## config.mk

```make
export PLATFORM = sky130hd
export DESIGN_NAME = alu_seq_flat
export DESIGN_NICKNAME = d
export VERILOG_FILES = /design/src/rtl/alu_seq_pkg.sv /design/src/rtl/alu_seq_if.sv /design/src/rtl/alu_seq_div.sv /design/src/rtl/alu_seq.sv /design/src/flat_wrapper.sv
export SDC_FILE = /design/constraint.sdc
export NUM_CORES = 1
export LEC_CHECK = 0
export ABC_AREA = 1
export CORE_MARGIN = 2
export CORE_UTILIZATION = 42
export CTS_CLUSTER_DIAMETER = 100
export DETAILED_ROUTE_END_ITERATION = 10
export PLACE_DENSITY = 0.69
export SLEW_MARGIN = 10
export SYNTH_ARGS = -nofsm -noshare
export SYNTH_HDL_FRONTEND = slang
export SYNTH_HIERARCHICAL = 1
export SYNTH_SLANG_ARGS = --single-unit
```

## constraint.sdc

```tcl
create_clock -name clk -period 5.6 [get_ports clk]
set_input_delay 0.56 -clock clk [delete_from_list [all_inputs] [get_ports clk]]
set_output_delay 0.56 -clock clk [all_outputs]
set_load 0.02 [all_outputs]
```

## src/rtl/alu_seq_pkg.sv

```systemverilog
// rtl/alu_seq_pkg.sv - shared opcode/state enums and result flag struct for alu_seq.
package alu_seq_pkg;

   typedef enum logic [3:0] {
      OP_ADD  = 4'd0,
      OP_SUB  = 4'd1,
      OP_MUL  = 4'd2,
      OP_DIV  = 4'd3,
      OP_AND  = 4'd4,
      OP_OR   = 4'd5,
      OP_NAND = 4'd6,
      OP_XOR  = 4'd7,
      OP_NOT  = 4'd8,
      OP_NOR  = 4'd9,
      OP_REM  = 4'd10
   } op_e;

   typedef enum logic [1:0] {
      IDLE = 2'd0,
      BUSY = 2'd1,
      DONE = 2'd2
   } state_e;

   typedef struct packed {
      logic carry;
      logic zero;
      logic ovf;
      logic err;
   } flags_t;

   function automatic logic is_div_op(input logic [3:0] sel);
      return (sel == OP_DIV) || (sel == OP_REM);
   endfunction

endpackage

```

## src/rtl/alu_seq_if.sv

```systemverilog
// rtl/alu_seq_if.sv - operation issue / result return handshake bundle for alu_seq.
interface alu_seq_if #(parameter int W = 8);

   logic         in_valid;
   logic         in_ready;
   logic [W-1:0] a;
   logic [W-1:0] b;
   logic [3:0]   sel;
   logic         out_valid;
   logic         out_ready;
   logic [W-1:0] result;
   logic [W-1:0] result_hi;
   logic         carry;
   logic         zero;
   logic         ovf;
   logic         err;

   modport master (
      output in_valid, a, b, sel, out_ready,
      input  in_ready, out_valid, result, result_hi, carry, zero, ovf, err
   );

   modport slave (
      input  in_valid, a, b, sel, out_ready,
      output in_ready, out_valid, result, result_hi, carry, zero, ovf, err
   );

endinterface

```

## src/rtl/alu_seq_div.sv

```systemverilog
// rtl/alu_seq_div.sv - restoring divider, one quotient bit per cycle MSB first.
// Instantiated by alu_seq only when ALU_SEQ_DIV_EN is defined; done_o pulses one cycle after the last bit.
module alu_seq_div #(
   parameter int W = 8
) (
   input  logic         clk,
   input  logic         rst_n,
   input  logic         start_i,
   input  logic [W-1:0] dividend_i,
   input  logic [W-1:0] divisor_i,
   output logic [W-1:0] quotient_o,
   output logic [W-1:0] remainder_o,
   output logic         done_o
);

   localparam int CW = $clog2(W);

   logic [W-1:0]  quo_q;
   logic [W-1:0]  rem_q;
   logic [W-1:0]  dvs_q;
   logic [CW-1:0] cnt_q;
   logic          busy_q;
   logic          done_q;

   logic [W:0]    part;
   logic          fits;
   logic [W-1:0]  trial;

   // Partial remainder needs W+1 bits before the trial subtract.
   always_comb begin
      part  = {rem_q, quo_q[W-1]};
      fits  = (part >= {1'b0, dvs_q});
      trial = part[W-1:0] - dvs_q;
   end

   always_ff @(posedge clk) begin
      if (!rst_n) begin
         quo_q  <= '0;
         rem_q  <= '0;
         dvs_q  <= '0;
         cnt_q  <= '0;
         busy_q <= 1'b0;
         done_q <= 1'b0;
      end else begin
         done_q <= 1'b0;
         if (start_i) begin
            quo_q  <= dividend_i;
            rem_q  <= '0;
            dvs_q  <= divisor_i;
            cnt_q  <= '0;
            busy_q <= 1'b1;
         end else if (busy_q) begin
            quo_q <= {quo_q[W-2:0], fits};
            rem_q <= fits ? trial : part[W-1:0];
            if (cnt_q == CW'(W - 1)) begin
               busy_q <= 1'b0;
               done_q <= 1'b1;
               cnt_q  <= '0;
            end else begin
               cnt_q <= cnt_q + 1'b1;
            end
         end
      end
   end

   assign quotient_o  = quo_q;
   assign remainder_o = rem_q;
   assign done_o      = done_q;

endmodule

```

## src/rtl/alu_seq.sv

```systemverilog
// rtl/alu_seq.sv - handshaked ALU with registered result, full-width multiply and optional divider.
// Define ALU_SEQ_DIV_EN to build the iterative divider; otherwise DIV/REM report err.
module alu_seq
   import alu_seq_pkg::*;
#(
   parameter int W = 8
) (
   input  logic        clk,
   input  logic        rst_n,
   alu_seq_if.slave    bus
);

   state_e       state_q, state_d;
   logic [W-1:0] result_q, result_d;
   logic [W-1:0] hi_q, hi_d;
   flags_t       flags_q, flags_d;

   logic         accept;
   logic         start_div;
   logic         div_done;

   logic [W:0]     sum;
   logic [W:0]     diff;
   logic [2*W-1:0] prod;
   logic [W-1:0]   res_c;
   logic [W-1:0]   hi_c;
   flags_t         flg_c;

   assign bus.in_ready  = rst_n && ((state_q == IDLE) || ((state_q == DONE) && bus.out_ready));
   assign bus.out_valid = rst_n && (state_q == DONE);
   assign accept        = bus.in_valid && bus.in_ready;

   // Single-cycle datapath; widened so carry/borrow/high product survive to the flags.
   always_comb begin
      sum   = {1'b0, bus.a} + {1'b0, bus.b};
      diff  = {1'b0, bus.a} - {1'b0, bus.b};
      prod  = {{W{1'b0}}, bus.a} * {{W{1'b0}}, bus.b};
      res_c = '0;
      hi_c  = '0;
      flg_c = '0;
      case (bus.sel)
         OP_ADD: begin
            res_c       = sum[W-1:0];
            flg_c.carry = sum[W];
            flg_c.ovf   = (bus.a[W-1] == bus.b[W-1]) && (sum[W-1] != bus.a[W-1]);
         end
         OP_SUB: begin
            res_c       = diff[W-1:0];
            flg_c.carry = diff[W];
            flg_c.ovf   = (bus.a[W-1] != bus.b[W-1]) && (diff[W-1] != bus.a[W-1]);
         end
         OP_MUL: begin
            res_c       = prod[W-1:0];
            hi_c        = prod[2*W-1:W];
            flg_c.carry = |prod[2*W-1:W];
         end
         OP_DIV, OP_REM: begin
`ifdef ALU_SEQ_DIV_EN
            if (bus.b == '0) begin
               hi_c        = bus.a;
               flg_c.carry = 1'b1;
            end
`else
            flg_c.err = 1'b1;
`endif
         end
         OP_AND:  res_c = bus.a & bus.b;
         OP_OR:   res_c = bus.a | bus.b;
         OP_NAND: res_c = ~(bus.a & bus.b);
         OP_XOR:  res_c = bus.a ^ bus.b;
         OP_NOT:  res_c = ~bus.a;
         OP_NOR:  res_c = ~(bus.a | bus.b);
         default: flg_c.err = 1'b1;
      endcase
      flg_c.zero = ({hi_c, res_c} == '0);
   end

`ifdef ALU_SEQ_DIV_EN
   logic [W-1:0] quo;
   logic [W-1:0] rem;
   logic         rem_op_q;

   assign start_div = accept && is_div_op(bus.sel) && (bus.b != '0);

   alu_seq_div #(.W(W)) u_div (
      .clk         (clk),
      .rst_n       (rst_n),
      .start_i     (start_div),
      .dividend_i  (bus.a),
      .divisor_i   (bus.b),
      .quotient_o  (quo),
      .remainder_o (rem),
      .done_o      (div_done)
   );

   always_ff @(posedge clk) begin
      if (!rst_n) begin
         rem_op_q <= 1'b0;
      end else if (accept) begin
         rem_op_q <= (bus.sel == OP_REM);
      end
   end
`else
   assign start_div = 1'b0;
   assign div_done  = 1'b0;
`endif

   always_comb begin
      state_d  = state_q;
      result_d = result_q;
      hi_d     = hi_q;
      flags_d  = flags_q;
      case (state_q)
         IDLE: if (accept) state_d = start_div ? BUSY : DONE;
         BUSY: if (div_done) state_d = DONE;
         DONE: begin
            if (bus.out_ready) begin
               state_d = accept ? (start_div ? BUSY : DONE) : IDLE;
            end
         end
         default: state_d = IDLE;
      endcase
      if (accept) begin
         result_d = res_c;
         hi_d     = hi_c;
         flags_d  = flg_c;
      end
`ifdef ALU_SEQ_DIV_EN
      if (div_done) begin
         result_d     = rem_op_q ? rem : quo;
         hi_d         = rem_op_q ? quo : rem;
         flags_d      = '0;
         flags_d.zero = (quo == '0) && (rem == '0);
      end
`endif
   end

   always_ff @(posedge clk) begin
      if (!rst_n) begin
         state_q  <= IDLE;
         result_q <= '0;
         hi_q     <= '0;
         flags_q  <= '0;
      end else begin
         state_q  <= state_d;
         result_q <= result_d;
         hi_q     <= hi_d;
         flags_q  <= flags_d;
      end
   end

   assign bus.result    = result_q;
   assign bus.result_hi = hi_q;
   assign bus.carry     = flags_q.carry;
   assign bus.zero      = flags_q.zero;
   assign bus.ovf       = flags_q.ovf;
   assign bus.err       = flags_q.err;

endmodule

```

## src/flat_wrapper.sv

```systemverilog
// flat-port wrapper written by rule: the top's interface ports become plain ports
module alu_seq_flat import alu_seq_pkg::*;
#(
   parameter int W = 8
)
  (clk, rst_n, bus_in_valid, bus_a, bus_b, bus_sel, bus_out_ready, bus_in_ready, bus_out_valid, bus_result, bus_result_hi, bus_carry, bus_zero, bus_ovf, bus_err);
  alu_seq_if #(.W(W)) bus_i ();
  input  logic clk;
  input  logic rst_n;
  input wire logic [$bits(bus_i.in_valid)-1:0] bus_in_valid;
  input wire logic [$bits(bus_i.a)-1:0] bus_a;
  input wire logic [$bits(bus_i.b)-1:0] bus_b;
  input wire logic [$bits(bus_i.sel)-1:0] bus_sel;
  input wire logic [$bits(bus_i.out_ready)-1:0] bus_out_ready;
  output wire logic [$bits(bus_i.in_ready)-1:0] bus_in_ready;
  output wire logic [$bits(bus_i.out_valid)-1:0] bus_out_valid;
  output wire logic [$bits(bus_i.result)-1:0] bus_result;
  output wire logic [$bits(bus_i.result_hi)-1:0] bus_result_hi;
  output wire logic [$bits(bus_i.carry)-1:0] bus_carry;
  output wire logic [$bits(bus_i.zero)-1:0] bus_zero;
  output wire logic [$bits(bus_i.ovf)-1:0] bus_ovf;
  output wire logic [$bits(bus_i.err)-1:0] bus_err;
  assign bus_i.in_valid = bus_in_valid;
  assign bus_i.a = bus_a;
  assign bus_i.b = bus_b;
  assign bus_i.sel = bus_sel;
  assign bus_i.out_ready = bus_out_ready;
  assign bus_in_ready = bus_i.in_ready;
  assign bus_out_valid = bus_i.out_valid;
  assign bus_result = bus_i.result;
  assign bus_result_hi = bus_i.result_hi;
  assign bus_carry = bus_i.carry;
  assign bus_zero = bus_i.zero;
  assign bus_ovf = bus_i.ovf;
  assign bus_err = bus_i.err;
  alu_seq #(.W(W)) u_core (.clk(clk), .rst_n(rst_n), .bus(bus_i));
endmodule
```

==> reports/results.txt <==
Worst endpoint data arrival time: 5.14 ns. In the final routed layout, each cell accounts on average for 14.48 µm. The net count of the mapped netlist was 887; the total grt overflow was 0. The run gives 765 as the cell count after synthesis. After floorplanning, the core was divided into 38 placement rows.

The core region is 10,890 µm². The global routing usage on met1 is 31.07%. Hold repair after CTS inserted 0 buffers.

The top fanout value on the critical path works out to 9. The area growth from synthesis to layout is 12.70%. The run gives 0 as the number of buffers inserted by post-CTS setup repair.

The starting utilization of the core area is 43.24%. For this run, the register share of the synthesized area comes to 8.929%. The run gives 0 as the final-report setup violation count.

Count of input and output buffers: 45. After global routing, the most crowded layer is met2. 0 antenna diodes ended up in the layout.

For the pin with the worst max-slew slack, the measured transition is 0.9741 ns. The first global-routing pass estimated 22,480 µm of wire. The met3 capacity usage during global routing came out at 2.371%.

The run finished with clean final reports. STA classifies the critical path startpoint as a primary input. The die is 109.9 µm wide. IR analysis of the VDD net gives a maximum drop of 113.3 µV.

Number of global-route vias before repair: 4,657. The required time of the critical path is 5.75 ns, and the share of the synthesized area in compound gates (AO/OA/AOI/OAI) is 6.272%. Leaving out fill and tap cells, the most frequent cell in the layout is sky130_fd_sc_hd__nand2_1. For this block, the initial DRC count from the detailed router was 328. In the global route stage, overall resource usage came out at 23.70%.

The layout has 1,180 filler cells. The die covers 12,070 µm². Once detail routing completed, the nets flagged for antenna violations numbered 0. In the final timing run, aggregate negative setup slack is 0 ns. In the routed layout, each cell is associated on average with a via count of 5.067. Cells fill 48.74% of the core in the end. The worst setup path is of the in -> reg kind.

The share of final-layout standard cells stronger than drive strength 1 was 2.267%. The initial antenna violation count is 0, and the minimum clock period after layout is 4.982 ns. Static timing analysis puts the maximum clock frequency at 200.7 MHz.

The worst-case clock buffer depth is 2, and the number of resized instances in the post-cts repair step is 0. The number of clock buffers added by TritonCTS is 3. The tools report the final count of hold timing violations as 0.

For this run, the number of Yosys warnings is 6. For the cell area after technology mapping, the log shows 4708 µm². The final route contains 4,733 vias. The class of the tightest hold or removal check is reg -> reg.

In the layout the commonest cells are 208 x sky130_fd_sc_hd__nand2_1, 170 x sky130_fd_sc_hd__inv_1, 86 x sky130_fd_sc_hd__nand3_1. Routability-driven placement finished with a final weighted congestion of 0.9385. The analysis attributes to cell leakage a power of 3.136 nW.

The worst setup path is captured at a flop. The run gives 21 as the count of clock tree sinks. For the number of max-slew violations in the final report, the log shows 0. The reported max-cap violation count was 0; the average cell area after synthesis was 6.155 µm².

After detailed routing, the total wire length is 13,530 µm. The logs give 34.82% for the relative max-transition margin and 0.001264 ns for the setup skew after layout. Once detailed placement completed, the half-perimeter wirelength came to 11,150 µm.

By area, the combinational part of the netlist is dominated by simple AND/OR/NAND/NOR gates. TritonCTS built the clock tree. The die is 109.9 µm tall. Largest net degree at the start of global routing: 32. The first TritonRoute pass finished after 5 iterations. For this design the ratio of total power to cell area is 208.7 nW/µm².

After Yosys synthesis, full adders, half adders and majority gates account for 32.10% of the synthesized area. For the latest clock arrival within the worst-skew pair, the log shows 0.26 ns. For the total I/O pin count, the log shows 46.

The synthesized netlist devotes 0.7441% of its cell area to XOR and XNOR gates. Setup repair after global routing left no endpoint under its margin. In the routed design, unresolved DRC markers number 0. Clock tree synthesis selected as its root buffer the cell sky130_fd_sc_hd__clkbuf_8.

The number of nets in the finished design is 917, and the ratio of final minimum period to clock period is 88.97%. Global routing used 40.80% of the available met2 tracks. The post-CTS clock slew at the launch and capture registers of the worst setup and hold paths was 0.07 ns; the distinct cell type count after synthesis was 32. The synthesized netlist devotes 34.71% of its cell area to simple gates. Multiplexer cells account for 0.6378% of the synthesized area.

For the level count of the clock H-tree, the log shows 1. After synthesis the netlist holds a flip-flop and latch count of 21.
sequential cells by signal, summed over array words and instances, names as in the netlist:
name,flops
u_core/bus.carry,1
u_core/bus.err,1
u_core/bus.ovf,1
u_core/bus.result,8
u_core/bus.result_hi,8
u_core/bus.zero,1
u_core/state_q,1
kinds of logic (layout without fill, tap and decap cells):
kind of cell / after synthesis / count (layout)
and+or+nand+nor: 384 / 384
buffers and inverters: 200 / 229
adders and majority gates: 98 / 98
AOI/OAI and AO/OA: 55 / 55
DFF: 21 / 21
xor gates and xnor gates: 4 / 4
muxes: 3 / 3
critical path: stages:
cell and delay, ns:
sky130_fd_sc_hd__clkdlybuf4s50_1 0.74, sky130_fd_sc_hd__nand2_1 0.10, sky130_fd_sc_hd__inv_1 0.08, sky130_fd_sc_hd__fa_1 0.45
sky130_fd_sc_hd__fa_1 0.52, sky130_fd_sc_hd__fa_1 0.54, sky130_fd_sc_hd__inv_1 0.05, sky130_fd_sc_hd__fa_1 0.52
sky130_fd_sc_hd__inv_1 0.04, sky130_fd_sc_hd__ha_1 0.36, sky130_fd_sc_hd__nand2_1 0.12, sky130_fd_sc_hd__nor2_1 0.11
sky130_fd_sc_hd__nand2_1 0.07, sky130_fd_sc_hd__nand3_1 0.10, sky130_fd_sc_hd__nand2_1 0.10, sky130_fd_sc_hd__nand2_1 0.07
sky130_fd_sc_hd__nand2_1 0.04, sky130_fd_sc_hd__nand3_1 0.13, sky130_fd_sc_hd__nand2_1 0.07, sky130_fd_sc_hd__nor2_1 0.14
sky130_fd_sc_hd__nand4_1 0.09, sky130_fd_sc_hd__nand2_1 0.07, sky130_fd_sc_hd__nand2_1 0.05
metrics by stage:
stage / instance area, µm² / power (mW) / cells / hold slack (ns) / setup WS [ns]
finish: 5306 / 1.108 / 934 / 0.4565 / 0.6179
global route: 5306 / 1.245 / 934 / 0.4722 / 0.1330
CTS: 5306 / 1.103 / 934 / 0.4586 / 0.6258
detailed placement: 5261 / 0.9991 / 930 / 0.4483 / 0.3549
global placement: 5261 / 0.9972 / 930 / 0.4484 / 0.4101
floorplan: 4708 / 0.7908 / 765 / 0.4771 / 1.290
cell usage after synthesis:
library cell	instances	share of area, %
sky130_fd_sc_hd__o211ai_1	2	0.32
sky130_fd_sc_hd__inv_2	1	0.080
sky130_fd_sc_hd__nor2_2	2	0.27
sky130_fd_sc_hd__buf_4	1	0.16
sky130_fd_sc_hd__nor2_1	62	4.9
sky130_fd_sc_hd__a21o_1	2	0.32
sky130_fd_sc_hd__and2_1	1	0.13
sky130_fd_sc_hd__ha_1	60	16
sky130_fd_sc_hd__nor2_4	2	0.48
sky130_fd_sc_hd__o21ai_0	23	2.4
sky130_fd_sc_hd__xor2_1	1	0.19
sky130_fd_sc_hd__clkbuf_2	1	0.11
sky130_fd_sc_hd__nand3b_1	6	0.96
sky130_fd_sc_hd__clkbuf_1	16	1.3
sky130_fd_sc_hd__o21ai_1	1	0.11
sky130_fd_sc_hd__buf_2	9	0.96
sky130_fd_sc_hd__a21oi_1	22	2.3
sky130_fd_sc_hd__a22oi_1	1	0.16
sky130_fd_sc_hd__a31oi_1	2	0.27
sky130_fd_sc_hd__a21boi_0	1	0.16
sky130_fd_sc_hd__inv_1	170	14
sky130_fd_sc_hd__or2_2	1	0.13
sky130_fd_sc_hd__mux2i_1	3	0.64
sky130_fd_sc_hd__nand3_1	86	9.1
sky130_fd_sc_hd__nand4_1	14	1.9
sky130_fd_sc_hd__nand2_1	208	17
sky130_fd_sc_hd__fa_1	38	16
sky130_fd_sc_hd__o21bai_1	1	0.16
sky130_fd_sc_hd__nor3_1	2	0.21
sky130_fd_sc_hd__xnor2_1	3	0.56
sky130_fd_sc_hd__buf_6	2	0.48
sky130_fd_sc_hd__dfxtp_1	21	8.9
area by class of cell:
cell class | instances | area, µm² | share of cell area, %
clock buffer | 4 | 45.04 | 0.8489
inverter | 171 | 641.9 | 12.10
sequential | 21 | 420.4 | 7.923
tap | 140 | 175.2 | 3.301
timing repair buffer | 54 | 518.0 | 9.762
multi-input combinational | 544 | 3506 | 66.07
metal layers:
layer / part of all wire (%) / routed length, µm
met1: 46 / 6212
met2: 46 / 6280
met3: 4.3 / 581
met4: 3.3 / 450
met5: 0 / 0
path summary, 6_finish.rpt:
| kind | endpoint | cells after the start | from | slack [ns] |
|---|---|---|---|---|
| setup / recovery | u_core/bus.carry | 23 | bus_b[5] | 0.62 |
| hold / removal | u_core/bus.result[6] | 2 | u_core/bus.result[6] | 0.46 |
| setup reg to reg | u_core/bus.zero | 9 | u_core/state_q[1] | 3.32 |
| hold reg to reg | u_core/bus.result[6] | 2 | u_core/bus.result[6] | 0.46 |
power breakdown:
group	internal, mW	switching, mW
Clock	0.0506	0.0472
Combinational	0.316	0.528
Sequential	0.160	0.00554
Total	0.526	0.581
Note: power is estimated with default switching activity, not from simulation.
